### config.mk
export PLATFORM = sky130hd
export DESIGN_NAME = dmem_access_ctrl
export DESIGN_NICKNAME = d
export VERILOG_FILES = /design/src/rtl/dmem_access_ctrl.sv
export SDC_FILE = /design/constraint.sdc
export NUM_CORES = 1
export LEC_CHECK = 0
export ABC_CLOCK_PERIOD_IN_PS = 2400
export CAP_MARGIN = 20
export CORE_MARGIN = 1
export CORE_UTILIZATION = 44
export CTS_CLUSTER_SIZE = 14
export DETAILED_ROUTE_END_ITERATION = 10
export HOLD_SLACK_MARGIN = 0.15
export MAX_ROUTING_LAYER = met4
export PLACE_DENSITY = 0.81
export SYNTH_ARGS = -nofsm -noshare
export SYNTH_HDL_FRONTEND = slang
export SYNTH_SLANG_ARGS = --single-unit
### constraint.sdc
create_clock -name clk -period 2.4 [get_ports clk]
set_input_delay 0.48 -clock clk [delete_from_list [all_inputs] [get_ports clk]]
set_output_delay 0.48 -clock clk [all_outputs]
set_load 0.03 [all_outputs]
### src/rtl/dmem_access_ctrl.sv
// MEM-stage data memory access controller: maps load/store requests onto a
// word-addressed, byte-enabled single-port SRAM with req/gnt and rvalid handshake.
module dmem_access_ctrl #(
    parameter int unsigned MEM_AW = 10
) (
    input  logic              clk,
    input  logic              reset,
    input  logic              req_valid_i,
    input  logic [2:0]        req_type_i,
    input  logic [31:0]       req_addr_i,
    input  logic [31:0]       req_wdata_i,
    output logic              stall_o,
    output logic              done_o,
    output logic [31:0]       rdata_o,
    output logic              misalign_o,
    output logic              mem_req_o,
    output logic              mem_we_o,
    output logic [3:0]        mem_be_o,
    output logic [MEM_AW-1:0] mem_addr_o,
    output logic [31:0]       mem_wdata_o,
    input  logic              mem_gnt_i,
    input  logic              mem_rvalid_i,
    input  logic [31:0]       mem_rdata_i
);
    localparam logic [2:0] T_LB  = 3'd0;
    localparam logic [2:0] T_LH  = 3'd1;
    localparam logic [2:0] T_LW  = 3'd2;
    localparam logic [2:0] T_LBU = 3'd3;
    localparam logic [2:0] T_LHU = 3'd4;
    localparam logic [2:0] T_SB  = 3'd5;
    localparam logic [2:0] T_SH  = 3'd6;
    localparam logic [2:0] T_SW  = 3'd7;

    typedef enum logic [2:0] {S_IDLE, S_REQ, S_RESP, S_DONE, S_ERR} state_t;

    state_t            state_q;
    logic [2:0]        type_q;
    logic [1:0]        off_q;
    logic              done_q, misalign_q, mem_req_q, mem_we_q;
    logic [3:0]        mem_be_q;
    logic [MEM_AW-1:0] mem_addr_q;
    logic [31:0]       mem_wdata_q, rdata_q;

    logic              is_byte_c, is_half_c, is_store_c, aligned_c;
    logic [3:0]        be_c;
    logic [31:0]       wdata_c;
    logic [7:0]        lbyte_c;
    logic [15:0]       lhalf_c;
    logic [31:0]       load_c;
    logic              capture_c;
    logic              unused_c;

    // Request decode: size, alignment, lane enables and replicated store data
    always_comb begin
        is_byte_c  = (req_type_i == T_LB) || (req_type_i == T_LBU) || (req_type_i == T_SB);
        is_half_c  = (req_type_i == T_LH) || (req_type_i == T_LHU) || (req_type_i == T_SH);
        is_store_c = (req_type_i == T_SB) || (req_type_i == T_SH) || (req_type_i == T_SW);
        aligned_c  = is_byte_c || (is_half_c ? !req_addr_i[0] : (req_addr_i[1:0] == 2'b00));
        be_c       = 4'b1111;
        wdata_c    = req_wdata_i;
        if (is_byte_c) begin
            be_c    = 4'b0001 << req_addr_i[1:0];
            wdata_c = {4{req_wdata_i[7:0]}};
        end else if (is_half_c) begin
            be_c    = 4'b0011 << req_addr_i[1:0];
            wdata_c = {2{req_wdata_i[15:0]}};
        end
    end

    // Load lane extraction and extension from the latched type/offset
    always_comb begin
        lbyte_c = 8'(mem_rdata_i >> {off_q, 3'b000});
        lhalf_c = off_q[1] ? mem_rdata_i[31:16] : mem_rdata_i[15:0];
        case (type_q)
            T_LB:    load_c = {{24{lbyte_c[7]}}, lbyte_c};
            T_LH:    load_c = {{16{lhalf_c[15]}}, lhalf_c};
            T_LBU:   load_c = {24'd0, lbyte_c};
            T_LHU:   load_c = {16'd0, lhalf_c};
            T_LW:    load_c = mem_rdata_i;
            default: load_c = mem_rdata_i;
        endcase
    end

    assign capture_c = mem_rvalid_i && !(type_q inside {T_SB, T_SH, T_SW}) &&
                       ((state_q == S_RESP) || ((state_q == S_REQ) && mem_gnt_i));

    always_ff @(posedge clk) begin
        if (reset) begin
            state_q     <= S_IDLE;
            type_q      <= 3'd0;
            off_q       <= 2'd0;
            done_q      <= 1'b0;
            misalign_q  <= 1'b0;
            mem_req_q   <= 1'b0;
            mem_we_q    <= 1'b0;
            mem_be_q    <= 4'd0;
            mem_addr_q  <= '0;
            mem_wdata_q <= 32'd0;
            rdata_q     <= 32'd0;
        end else begin
            done_q     <= 1'b0;
            misalign_q <= 1'b0;
            case (state_q)
                S_IDLE: begin
                    if (req_valid_i) begin
                        if (aligned_c) begin
                            state_q     <= S_REQ;
                            type_q      <= req_type_i;
                            off_q       <= req_addr_i[1:0];
                            mem_req_q   <= 1'b1;
                            mem_we_q    <= is_store_c;
                            mem_be_q    <= be_c;
                            mem_addr_q  <= req_addr_i[MEM_AW+1:2];
                            mem_wdata_q <= wdata_c;
                        end else begin
                            state_q    <= S_ERR;
                            misalign_q <= 1'b1;
                        end
                    end
                end
                S_REQ: begin
                    if (mem_gnt_i) begin
                        mem_req_q <= 1'b0;
                        if (mem_rvalid_i) begin
                            state_q <= S_DONE;
                            done_q  <= 1'b1;
                        end else begin
                            state_q <= S_RESP;
                        end
                    end
                end
                S_RESP: begin
                    if (mem_rvalid_i) begin
                        state_q <= S_DONE;
                        done_q  <= 1'b1;
                    end
                end
                default: state_q <= S_IDLE;
            endcase
            if (capture_c) begin
                rdata_q <= load_c;
            end
        end
    end

    // Stall is combinational in IDLE so the request's first cycle is already frozen
    assign stall_o     = ((state_q == S_IDLE) && req_valid_i) || (state_q == S_REQ) || (state_q == S_RESP);
    assign done_o      = done_q;
    assign misalign_o  = misalign_q;
    assign rdata_o     = rdata_q;
    assign mem_req_o   = mem_req_q;
    assign mem_we_o    = mem_we_q;
    assign mem_be_o    = mem_be_q;
    assign mem_addr_o  = mem_addr_q;
    assign mem_wdata_o = mem_wdata_q;
    assign unused_c    = ^req_addr_i[31:MEM_AW+2];

endmodule

# [Word-level counts from Yosys, hierarchy flattened]
# Index checks and enable logic that the tools add are counted.
[word_totals] reg_bits=90 in_bits=104 output_inout_bits=83 wordCells=81
[classes] eq_ne=18 n_shift=3 n_mux=21 n_bitwise=2 n_reduce_logical=26
[ops] operator="case mux 32 bit (4 select lines)" n=1
[ops] operator="two-way mux 32 bit" n=2
[ops] operator=">> shifter 32 x 5 -> 8 bit" n=1
[ops] operator="== test 3 bit, second input constant" n=8
[ops] operator="two-way mux 16 bit" n=1
[ops] operator="two-way mux 3 bit" n=4
[ops] operator="logical OR 1 bit" n=10
[ops] operator="== test 3 x 1 -> 1 bit, second input constant" n=3
[ops] operator="== test 3 x 2 -> 1 bit, second input constant" n=3
[ops] operator="zero test 3 bit" n=3
[ops] operator="case mux 3 bit (3 select lines)" n=1
[ops] operator="two-way mux 1 bit" n=8
[ops] operator="two-way mux 4 bit" n=2
[ops] operator="inequality test 2 bit, second input constant" n=4
[ops] operator="AND reduction 3 bit" n=2
[ops] operator="logical AND 1 bit" n=4
[ops] operator="case mux 1 bit (2 select lines)" n=2
[ops] operator="AND reduction 4 bit" n=1
[ops] operator="left shift 1 x 2 -> 4 bit, first input constant" n=1
[ops] operator="left shift 2 x 2 -> 4 bit, first input constant" n=1
[ops] operator="nonzero test 3 bit" n=1
[ops] operator="OR reduction 3 bit" n=1
[ops] operator="zero test 1 bit" n=2
[ops] operator="zero test 2 bit" n=1
[ops] operator="other kinds (2)" n=3

# [Longest topological paths before layout]
[depth] depth_word=8 depth_mapped=9 mapped_depth_nobuf=7

# [Worst setup path before layout]
# Ideal clock, no wire load.
[synth_timing] kind="input to register" start="in req_addr_i[0]" end="reg mem_wdata_q[1] (netlist: mem_wdata_o[1])" setup_time_ns=0.128 t_arrival_ns=1.724 required_ns=2.272 slack_ns=0.549 path_stages=9 path_buffers=2 path_cell_list="inv_1 ha_1 nor3b_1 a211o_1 a21oi_1 buf_4 buf_6 mux2i_1 nor2_1"
[synth_between] elab_chain_len=4 elab_cells_between_ends=5 cone_classes="1 x mux; 4 x reduce/logical"
[synth_lines] item="start: declaration" line="10" text="input logic [31:0] req_addr_i,"
[synth_lines] item="zero test 2 bit / zero test 1 bit (equally long branches)" line="58" text="aligned_c = is_byte_c || (is_half_c ? !req_addr_i[0] : (req_addr_i[1:0] == 2'b00));"
[synth_lines] item="two-way mux 1 bit (*)" line="58"
[synth_lines] item="logical OR 1 bit (*)" line="58"
[synth_lines] item="AND reduction 3 bit (no source line) (*)"
[synth_lines] item="end signal: assignment" line="114" text="mem_wdata_q <= wdata_c;"
[synth_lines] item="end: declaration" line="42" text="logic [31:0] mem_wdata_q, rdata_q;"
# Mark *: on every way between the ends. The rest lies on a longest branch, timed or not.
# A chain may end at the register's enable or synchronous reset.

# [Final worst setup path]
[layout_timing] start="in req_addr_i[0]" end="reg mem_wdata_q[26] (netlist: mem_wdata_o[26])"
# Same word-level chain as after synthesis.

==> results.py <==
metrics = {
    "place": {
        "dp_slack_ps": -76.7,
        "gp_congestion": 0.913,
        "hpwl_um": 10200,
        "portBuffers": 166,
    },
    "finish": {
        "fill_cells": 877,
        "antenna_cells": 0,
        "final-seq-area_mm2": 0.00180,
        "multiInputGateArea_mm2": 0.00264,
        "syn_to_final_growth_pct": 44.2,
        "drive_gt1_frac": 0.131,
        "nets": 803,
    },
    "critical_path": {
        "critPathSlowestCell": "clkdlybuf4s50_1",
        "startpoint_type": "primary input",
        "crit_required_ps": 2660,
        "path_buf_inv": 3,
        "critPathMaxStageDelay_ps": 430,
        "cp.arrival_ps": 2420,
        "worst_path_dominant_cell_family": "compound AO/OA/AOI/OAI gates",
        "endpoint_kind": "flip-flop",
        "worstSetupPathType": "primary input to flip-flop",
        "worstPathCellList": "clkdlybuf4s50_1, inv_1, ha_1, nor3b_1, a211o_1, a21oi_4, buf_12, nor2_1, a211oi_1",
        "cp_max_fo": 51,
    },
    "yosys": {
        "synth_ff_type": "dfxtp_1",
        "synthesis.area_mm2": 0.00471,
        "syn-mean-instance-area_um2": 8.95,
        "syn_nets": 634,
        "syn-instance-count": 526,
        "synth-edff-count": 0,
        "yosysWarnings": 0,
        "yosysSeqAreaShare": 0.383,
        "async_flop_share": 0,
        "ys_seq_elements": 90,
        "netlist-cell-type-count": 54,
    },
    "cts": {
        "clk_latency_ps": 360,
        "cts_tree": "done",
        "cts_buffer_depth": 2,
        "cts.sinks": 90,
        "cts_resized": 0,
        "cts.clk_slew.worst_paths_ps": 100,
        "cts_max_level": 3,
        "numCtsBuffers": 9,
        "root_buffer": "clkbuf_8",
        "holdBufCountCts": 0,
        "cts_setup_buffers": 0,
    },
    "global_routing": {
        "grt_pass1_wl_um": 22200,
        "gr-usage-all-layers": 0.259,
        "grt-ovfl-total": 0,
        "antenna_found_initial": 0,
        "grt_pass1_vias": 4581,
        "grt_max_degree": 52,
    },
    "timing": {
        "slew_viol_final": 0,
        "holdWs_ps": 474,
        "setup_ws_ps": 237,
        "fmax_mhz": 462,
        "tightest_slew_ps": 563,
        "post-route-period-util": 0.901,
        "min_period_ps": 2160,
        "slew_headroom": 0.625,
        "rsz0062_at_grt": "no",
        "setup_viol": 0,
        "hold_violations": 0,
        "skew_ps": 10.0,
    },
    "floorplanning": {
        "die_w_um": 105,
        "num_rows": 37,
        "initial_core_util": 0.454,
        "die_area_mm2": 0.0111,
        "die_height_um": 105,
        "design.core.area_mm2": 0.0104,
        "top_level_ports": 187,
    },
    "pwr": {
        "vdd_drop_max_mv": 0.410,
        "p_leak_nw": 2.46,
        "power_density_mw_per_mm2": 598,
    },
    "min_path": {
        "hp-class": "flip-flop to flip-flop",
    },
    "routing": {
        "drc": 0,
        "drtPass1Iterations": 4,
        "vias": 4628,
        "drt-total-wl_um": 13900,
        "vias_per_cell": 5.54,
        "ant_nets": 0,
        "post_drt_wl_per_cell_um": 16.6,
        "drt_iter0_markers": 187,
    },
    "outcome": {
        "status": "complete, no violations",
    },
    "job": {
        "cap_violations": 0,
    },
}
## per-stage QoR
stage,total power [W],TNS [ps],instance area (µm²),cells,utilization
4_1_cts,0.00409,0,6790,836,0.655
3_5_place_dp,0.00301,-1930,6590,820,0.635
5_1_grt,0.00426,0,6790,836,0.655
6_report,0.00406,0,6790,836,0.655
3_3_place_gp,0.00298,-911,6590,820,0.635
2_1_floorplan,0.00248,0,4710,526,-
## state kept, by name (all words and copies together), names as in the netlist
register     flops
mem_wdata_o     32
rdata_o         32
mem_addr_o      10
mem_be_o         4
state_q          3
type_q           3
off_q            2
done_o           1
mem_req_o        1
mem_we_o         1
misalign_o       1
## cells by family after synthesis
kind of cell,after synthesis,synth area share
AO/OA/AOI/OAI,125,0.209
buffers and inverters,50,0.0598
adder cells (fa/ha/maj),4,0.0106
flip-flops,90,0.383
multiplexers,57,0.125
AND/OR/NAND/NOR,198,0.209
XOR/XNOR,2,0.00372
## area by class of cell
type | count | area share
multi-input cells | 386 | 0.388
repair buffers | 203 | 0.289
flip-flops and latches | 90 | 0.265
well taps | 136 | 0.0251
clock buffers | 11 | 0.0208
clock inverters | 5 | 0.00921
inverters | 5 | 0.00276
## layout by cell type, fill, tap and decap left out, drive strengths merged, types with 6 or more instances in the layout
cell and instances:
buf 39, clkbuf 11, a221oi 8, nand2b 18, nor2 82, o21ai 6, o41ai 7, a21oi 19
o211ai 9, mux2 15, mux2i 42, clkdlybuf4s50 164, o22ai 8, a311oi 9, nor3 13, nor2b 14
nand3 9, inv 6, a211oi 36, or3b 8, a31oi 8, dfxtp 90, nand2 33, nor3b 11
## Yosys cell counts (2+ instances only)
cell type	instances	area, µm²
o211ai_1	9	67.6
a21o_1	3	22.5
nor3b_1	9	67.6
or3b_1	7	61.3
or2b_1	2	15.0
a221oi_1	8	70.1
mux2i_1	42	420
nor3b_2	2	25.0
nand3b_1	2	15.0
nand2_1	33	124
a311oi_2	8	120
ha_1	4	50.1
nand3_1	9	45.0
a211oi_1	31	233
a31oi_1	8	50.1
buf_1	2	7.51
nand2b_1	18	113
or2_1	2	12.5
o21ai_1	2	10.0
dfxtp_1	90	1800
o221ai_1	3	26.3
buf_2	14	70.1
nor2b_1	14	87.6
a21oi_1	19	95.1
nor2_1	80	300
clkbuf_1	15	56.3
a211oi_2	5	62.6
buf_4	6	45.0
mux2_2	14	158
inv_1	5	18.8
o21ai_0	4	20.0
o41ai_1	7	61.3
nor2_2	2	12.5
o22ai_1	8	50.1
xor2_1	2	17.5
nor3_1	13	65.1
buf_6	7	78.8
## worst reg2reg max path: cells and delay by family (launching register included)
family	cells	cell delay, ps
compound gates	3	550
buf+inv	1	210
flops	1	600
simple gates	2	390
## metal layers
layer / vias up / share of wire / GRT usage
met5: - / 0 / -
met4: 0 / 0.024 / 0.0895
met3: 28 / 0.079 / 0.0656
met2: 184 / 0.47 / 0.429
met1: 2179 / 0.42 / 0.305
li1: 2237 / - / -
## worst paths after layout
check | startpoint | endpoint | slack (ps) | depth (start not counted)
setup / recovery | req_addr_i[0] | mem_wdata_o[26] | 240 | 9
hold / removal | mem_be_o[3] | mem_be_o[3] | 470 | 2
setup reg to reg | type_q[2] | rdata_o[1] | 530 | 6
hold reg to reg | mem_be_o[3] | mem_be_o[3] | 470 | 2
## report_power, final
group | total (W) | switching [W] | internal (W)
clock | 0.00108 | 0.000560 | 0.000516
combinational | 0.00129 | 0.000693 | 0.000598
sequential | 0.00169 | 0.0000793 | 0.00161
Note: power is estimated with default switching activity, not from simulation.
